--- config.mk ---
export PLATFORM = sky130hd
export DESIGN_NAME = unidade_controle_mc
export DESIGN_NICKNAME = d
export VERILOG_FILES = /design/src/rtl/uc_pkg.sv /design/src/rtl/uc_decode.sv /design/src/rtl/unidade_controle_mc.sv
export SDC_FILE = /design/constraint.sdc
export NUM_CORES = 1
export LEC_CHECK = 0
export ABC_CLOCK_PERIOD_IN_PS = 2300
export BUFFER_PORTS_ARGS = -buffer_cell sky130_fd_sc_hd__buf_2
export CAP_MARGIN = 30
export CORE_MARGIN = 2
export CORE_UTILIZATION = 50
export DETAILED_ROUTE_END_ITERATION = 16
export PLACE_DENSITY = 0.79
export SLEW_MARGIN = 20
export SYNTH_ARGS = -nofsm -noshare
export SYNTH_HDL_FRONTEND = slang
export SYNTH_HIERARCHICAL = 1
export SYNTH_SLANG_ARGS = --single-unit
--- constraint.sdc ---
create_clock -name clk -period 2.3 [get_ports clk]
set_clock_uncertainty 0.2 [all_clocks]
set_input_delay 0.23 -clock clk [delete_from_list [all_inputs] [get_ports clk]]
set_output_delay 0.23 -clock clk [all_outputs]
set_load 0.05 [all_outputs]
--- src/rtl/uc_pkg.sv ---
// Shared encodings for the multi-cycle control unit: opcodes, FSM states,
// ALU operation codes and datapath mux selects.
package uc_pkg;

  typedef enum logic [2:0] {
    S_FETCH   = 3'd0,
    S_DECODE  = 3'd1,
    S_EXEC    = 3'd2,
    S_MEM     = 3'd3,
    S_WB      = 3'd4,
    S_IN_WAIT = 3'd5,
    S_OUT     = 3'd6,
    S_HALT    = 3'd7
  } state_t;

  localparam logic [5:0]
    OP_RTYPE = 6'd0,  OP_SHIFT = 6'd1,  OP_JR   = 6'd2,  OP_ANDI = 6'd3,
    OP_ORI   = 6'd4,  OP_ADDI  = 6'd5,  OP_SUBI = 6'd6,  OP_LI   = 6'd7,
    OP_LW1   = 6'd8,  OP_LW2   = 6'd9,  OP_LW3  = 6'd10, OP_SW   = 6'd11,
    OP_BEQ   = 6'd12, OP_BLT   = 6'd13, OP_BGT  = 6'd14, OP_BNE  = 6'd15,
    OP_IN    = 6'd16, OP_OUT   = 6'd17, OP_MOVE = 6'd18, OP_J    = 6'd19,
    OP_JAL   = 6'd20, OP_HALT  = 6'd21, OP_NOP  = 6'd22;

  localparam logic [3:0]
    ALU_LDST = 4'b0000, ALU_RTYPE = 4'b0001, ALU_BEQ  = 4'b0010,
    ALU_BLT  = 4'b0011, ALU_BGT   = 4'b0100, ALU_BNE  = 4'b0101,
    ALU_ANDI = 4'b0110, ALU_ORI   = 4'b0111, ALU_ADDI = 4'b1000,
    ALU_SUBI = 4'b1001;

  localparam logic [1:0] RD_RT    = 2'b00, RD_RD    = 2'b01, RD_RA   = 2'b10;
  localparam logic [1:0] M2R_MEM  = 2'b00, M2R_ALU  = 2'b01, M2R_PC  = 2'b10;
  localparam logic [1:0] AS_REG   = 2'b00, AS_IMM   = 2'b01, AS_SHAMT = 2'b10;
  localparam logic [1:0] EMD_LW1  = 2'b00, EMD_LW2  = 2'b10, EMD_LW3 = 2'b01;
  localparam logic [1:0] LI_NONE  = 2'b00, LI_IMM   = 2'b01, LI_MOVE = 2'b10;

  function automatic logic is_load(input logic [5:0] op);
    return (op == OP_LW1) || (op == OP_LW2) || (op == OP_LW3);
  endfunction

  function automatic logic is_branch(input logic [5:0] op);
    return (op >= OP_BEQ) && (op <= OP_BNE);
  endfunction

endpackage

--- src/rtl/uc_decode.sv ---
// Combinational datapath-select decoder driven by FSM state and latched opcode.
module uc_decode
  import uc_pkg::*;
#(
  parameter int unsigned ALUOPW = 4
) (
  input  state_t            cur,
  input  logic [5:0]        op,
  output logic [ALUOPW-1:0] alu_op,
  output logic [1:0]        regdst,
  output logic [1:0]        memtoreg,
  output logic [1:0]        alusrc,
  output logic [1:0]        emd,
  output logic [1:0]        loadi
);

  logic [3:0] alu;

  always_comb begin
    alu      = ALU_LDST;
    regdst   = '0;
    memtoreg = '0;
    alusrc   = '0;
    emd      = '0;
    loadi    = '0;
    unique case (cur)
      S_EXEC: begin
        unique case (op)
          OP_RTYPE: begin alu = ALU_RTYPE; alusrc = AS_REG;   end
          OP_SHIFT: begin alu = ALU_RTYPE; alusrc = AS_SHAMT; end
          OP_ANDI:  begin alu = ALU_ANDI;  alusrc = AS_IMM;   end
          OP_ORI:   begin alu = ALU_ORI;   alusrc = AS_IMM;   end
          OP_ADDI:  begin alu = ALU_ADDI;  alusrc = AS_IMM;   end
          OP_SUBI:  begin alu = ALU_SUBI;  alusrc = AS_IMM;   end
          OP_LW1, OP_LW2, OP_LW3, OP_SW: begin alu = ALU_LDST; alusrc = AS_IMM; end
          OP_BEQ:   alu = ALU_BEQ;
          OP_BLT:   alu = ALU_BLT;
          OP_BGT:   alu = ALU_BGT;
          OP_BNE:   alu = ALU_BNE;
          default:  ;
        endcase
      end
      S_MEM: begin
        alusrc = AS_IMM;
        if (op == OP_LW2)      emd = EMD_LW2;
        else if (op == OP_LW3) emd = EMD_LW3;
        else                   emd = EMD_LW1;
      end
      S_WB: begin
        unique case (op)
          OP_RTYPE, OP_SHIFT: begin regdst = RD_RD; memtoreg = M2R_ALU; end
          OP_ANDI, OP_ORI, OP_ADDI, OP_SUBI: begin regdst = RD_RT; memtoreg = M2R_ALU; end
          OP_LI:   begin loadi = LI_IMM; regdst = RD_RT; end
          OP_MOVE: begin loadi = LI_MOVE; memtoreg = M2R_ALU; end
          OP_JAL:  begin regdst = RD_RA; memtoreg = M2R_PC; end
          default: ;
        endcase
      end
      S_IN_WAIT: loadi = LI_IMM;
      default: ;
    endcase
  end

  assign alu_op = ALUOPW'(alu);

endmodule

--- src/rtl/unidade_controle_mc.sv ---
// Multi-cycle MIPS-style control unit: FSM, latched opcode, MEM wait counter,
// sticky illegal-opcode trap and IN/OUT handshakes.
module unidade_controle_mc
  import uc_pkg::*;
#(
  parameter int unsigned OPW     = 6,
  parameter int unsigned ALUOPW  = 4,
  parameter int unsigned MEM_LAT = 1,
  parameter int unsigned STW     = 4
) (
  input  logic              clk,
  input  logic              rst,
  input  logic [OPW-1:0]    opcode,
  input  logic              in_valid,
  input  logic              out_ack,
  output logic              pc_write,
  output logic              pc_load,
  output logic              ir_write,
  output logic [ALUOPW-1:0] AluOP,
  output logic [1:0]        regdst,
  output logic [1:0]        memtoreg,
  output logic [1:0]        alusrc,
  output logic [1:0]        emd,
  output logic [1:0]        loadi,
  output logic              jump,
  output logic              jumpreg,
  output logic              branch,
  output logic              memread,
  output logic              memwrite,
  output logic              regwrite,
  output logic              in,
  output logic              out,
  output logic              halted,
  output logic              illegal,
  output logic              waiting_in,
  output logic [STW-1:0]    state
);

  state_t         cur, nxt;
  logic [OPW-1:0] op_reg;
  logic [3:0]     mem_cnt;
  logic [5:0]     op_raw, op_lat;
  logic           legal, mem_done;

  assign op_raw   = 6'(opcode);
  assign op_lat   = 6'(op_reg);
  assign legal    = (opcode <= OPW'(OP_NOP));
  assign mem_done = (mem_cnt == 4'(MEM_LAT - 1));
  assign state    = STW'(cur);

  always_ff @(posedge clk) begin
    if (rst) begin
      cur     <= S_FETCH;
      op_reg  <= '0;
      mem_cnt <= '0;
      illegal <= 1'b0;
    end else begin
      cur <= nxt;
      if (cur == S_DECODE) begin
        op_reg <= opcode;
        if (!legal) illegal <= 1'b1;
      end
      if (cur == S_MEM) mem_cnt <= mem_done ? '0 : mem_cnt + 4'd1;
    end
  end

  // DECODE acts on the raw opcode; later states only see the latched copy.
  always_comb begin
    nxt        = cur;
    pc_write   = 1'b0;
    pc_load    = 1'b0;
    ir_write   = 1'b0;
    jump       = 1'b0;
    jumpreg    = 1'b0;
    branch     = 1'b0;
    memread    = 1'b0;
    memwrite   = 1'b0;
    regwrite   = 1'b0;
    in         = 1'b0;
    out        = 1'b0;
    halted     = 1'b0;
    waiting_in = 1'b0;
    unique case (cur)
      S_FETCH: begin
        memread  = 1'b1;
        ir_write = 1'b1;
        pc_write = 1'b1;
        nxt      = S_DECODE;
      end
      S_DECODE: begin
        if (!legal) nxt = S_HALT;
        else begin
          unique case (op_raw)
            OP_LI, OP_MOVE, OP_JAL: nxt = S_WB;
            OP_JR:   begin pc_load = 1'b1; jumpreg = 1'b1; nxt = S_FETCH; end
            OP_J:    begin pc_load = 1'b1; jump = 1'b1;    nxt = S_FETCH; end
            OP_NOP:  nxt = S_FETCH;
            OP_IN:   nxt = S_IN_WAIT;
            OP_OUT:  nxt = S_OUT;
            OP_HALT: nxt = S_HALT;
            default: nxt = S_EXEC;
          endcase
        end
      end
      S_EXEC: begin
        if (is_branch(op_lat)) begin
          branch  = 1'b1;
          pc_load = 1'b1;
          nxt     = S_FETCH;
        end else if (is_load(op_lat) || op_lat == OP_SW) nxt = S_MEM;
        else nxt = S_WB;
      end
      S_MEM: begin
        memread  = is_load(op_lat);
        memwrite = (op_lat == OP_SW);
        if (mem_done) nxt = (op_lat == OP_SW) ? S_FETCH : S_WB;
      end
      S_WB: begin
        regwrite = 1'b1;
        if (op_lat == OP_JAL) begin
          jump    = 1'b1;
          pc_load = 1'b1;
        end
        nxt = S_FETCH;
      end
      S_IN_WAIT: begin
        waiting_in = 1'b1;
        in         = 1'b1;
        if (in_valid) begin
          regwrite = 1'b1;
          nxt      = S_FETCH;
        end
      end
      S_OUT: begin
        out = 1'b1;
        if (out_ack) nxt = S_FETCH;
      end
      S_HALT: halted = 1'b1;
      default: nxt = S_FETCH;
    endcase
  end

  uc_decode #(.ALUOPW(ALUOPW)) u_decode (
    .cur      (cur),
    .op       (op_lat),
    .alu_op   (AluOP),
    .regdst   (regdst),
    .memtoreg (memtoreg),
    .alusrc   (alusrc),
    .emd      (emd),
    .loadi    (loadi)
  );

endmodule

==> flow_summary.ini <==
[finish]
num_antenna_cells = 0
fin_cells = 248
final_area_um2 = 1595
drive_gt1_share_pct = 34.40
syn_to_final_growth_pct = 24.03
post-route-util_pct = 64.98
nNetsFinal = 231

[synth]
yosysSeqAreaShare_pct = 21.79
synth_edf_count = 0
syn_area_per_cell_um2 = 7.186
netlist_area_um2 = 1286
synth_area_leaders = dfxtp_1 (22%), nand2_1 (7.3%), a21oi_1 (6.6%)
yosysUniqueCellTypes = 47
yosys_most_used_dff = dfxtp_1
synthArstFlopShare_pct = 0
synth-seq-cells = 14
yosysTopAreaCellShare_pct = 21.79
syn_inst = 179
syn_nets = 191
yosysWarnings = 6
synth_area_leader_cell = dfxtp_1

[route]
firstDrtPassIters = 4
wire_per_inst_um = 13.50
drtAntennaViolNets = 0
vias = 1393
drtIter0Drc = 11
drt_wl_total_um = 3348
viasPerCell = 5.617
drc = 0

[floorplan]
rows = 18
start_util_pct = 52.40
die_h_um = 54.72
io-pin-count = 42
dieArea_um2 = 2994
die_w_um = 54.72
core_um2 = 2455

[worst_setup_path]
critPathMaxFanout = 3
cpMaxStageDelayCell = or3b_1
start_kind = register
cp-end-kind = output port
worstPathArrival_ns = 1.81
cp.required_ns = 1.87
ff2ff_path_depth = 7
crit_type = reg -> out
critPathMaxStageDelay_ns = 0.43
crit_chain = or3b_1 -> nor3_4 -> nand3b_1 -> o211ai_1 -> buf_4

[timing]
tightest_slew_ns = 0.6026
hold_viol = 0
fin_crit_sh_pct = 97.32
slew_violations = 0
period_minus_slack_ns = 2.238
fmax_mhz = 446.7
maxSlewHeadroom_pct = 59.74
rsz0062_at_grt = no
finalSetupViolations = 0
fin_ws_ns = 0.06156

[min_path]
hp-class = in -> reg
hold_path_depth = 3

[placement]
gp_congestion = 0.8280
dpl_cell_area_um2 = 1538
place_ws_ns = 0.3239
portBuffers = 40
place_inst = 244
hpwl_um = 2549

[power_and_ir_drop]
ir_worst_vdd_mv = 0.5311
p_leak_nw = 0.6766
finalPower_mw = 1.313
cellPowerDensity_nw_per_um2 = 823.0

[global_routing]
grt.total_usage_pct = 24.65
grt_max_degree = 24
antenna_found_initial = 0
grt_pass1_vias = 1269
overflow = 0
grt_pass1_wl_um = 5430

[run]
cap_violations = 0

[clocking]
postCtsSetupRepairBufs = 0
cts_buffers = 3
cts.path.max_buffers = 2
cts.sinks = 14
clkSlewWorstSetupHoldPaths_ns = 0.08
cts_tree = yes
clk_latency_ns = 0.27
root_buffer = clkbuf_4
htreeDepth = 1
hold_buffers = 0

[run_status]
status = finished, final reports clean
[logic make-up after synthesis]
group,Yosys count,synth area share [%]
xor+xnor,6,4.086
compound gates,40,19.94
fa+ha+maj,2,1.945
simple gates,97,43.68
other cells,1,0.2915
flops,14,21.79
buf+inv,19,8.268
[Yosys cell counts (2+ instances only)]
master	count
buf_4	5
nand2_1	25
dfxtp_1	14
a31oi_1	3
nor3_1	8
and3_1	3
ha_1	2
nand3_1	3
nor2_1	18
nor3b_1	6
nand3b_1	5
buf_6	2
or3b_1	2
o21ai_0	6
a21oi_1	17
xor2_1	3
nor2b_1	5
a21o_1	2
xnor2_1	3
clkbuf_1	5
nor3b_2	2
inv_1	6
nand4_1	3
nand2b_1	8
[per-layer routing]
| metal | vias up | global-route usage, % | share of wire [%] |
|---|---|---|---|
| met5 | - | 0 | 0 |
| li1 | 697 | - | - |
| met2 | 26 | 46.03 | 52 |
| met3 | 2 | 1.639 | 3.2 |
| met4 | 0 | 6.667 | 0.39 |
| met1 | 668 | 29.85 | 44 |
[power by group]
part	switching [mW]	internal (mW)
Combinational	0.544	0.255
Clock	0.0770	0.0962
Sequential	0.0577	0.283
[worst max-delay path: cells and delay by family, from the launching register on]
family | cells | cell delay [ns]
simple gates | 3 | 0.78
flops | 1 | 0.33
buf+inv | 1 | 0.22
compound gates | 1 | 0.20
[flip-flops by register name, indices dropped and copies added (netlist names)]
name / cells
op_lat: 6
cur: 3
illegal: 1
mem_cnt: 4
[worst paths after layout]
| kind | slack, ns | from | to |
|---|---|---|---|
| worst max-delay path | 0.06 | cur[2] | pc_load |
| worst min-delay path | 0.04 | opcode[3] | op_lat[3] |
| worst max register to register | 0.46 | mem_cnt[0] | cur[0] |
| worst min register to register | 0.28 | illegal | illegal |
[per-stage QoR]
step | TNS [ns] | hold WS (ns)
after detailed placement | 0 | 0.2643
after global routing | 0 | 0.05066
after floorplan | -0.3594 | 0.08859
final | 0 | 0.04146
after global placement | 0 | 0.2518
after CTS | 0 | 0.03391
[repair_timing]
item,CTS,global route
setup endpoints to repair,1,10
gates cloned,0,0
gates resized for setup,1,8
pin swaps,0,0
[final cells by class]
| class | count | area (um2) |
|---|---|---|
| Sequential cell | 14 | 287.8 |
| Inverter | 6 | 22.52 |
| Fill cell | 225 | 859.6 |
| Multi-Input combinational cell | 146 | 940.9 |
| Timing Repair Buffer | 48 | 270.3 |
| Tap cell | 30 | 37.54 |
| Clock buffer | 4 | 36.28 |
[cells in the final DEF, fill, tap and decap left out, types with 6 or more instances in the layout]
cell      synthesis  final
buf_2             1     36
nand2_1          25     25
nor2_1           18     18
a21oi_1          17     17
buf_4             5     11
dfxtp_1          14     10
nand2b_1          8      8
inv_1             6      6
No activity file was read; power rests on OpenSTA's default activity.
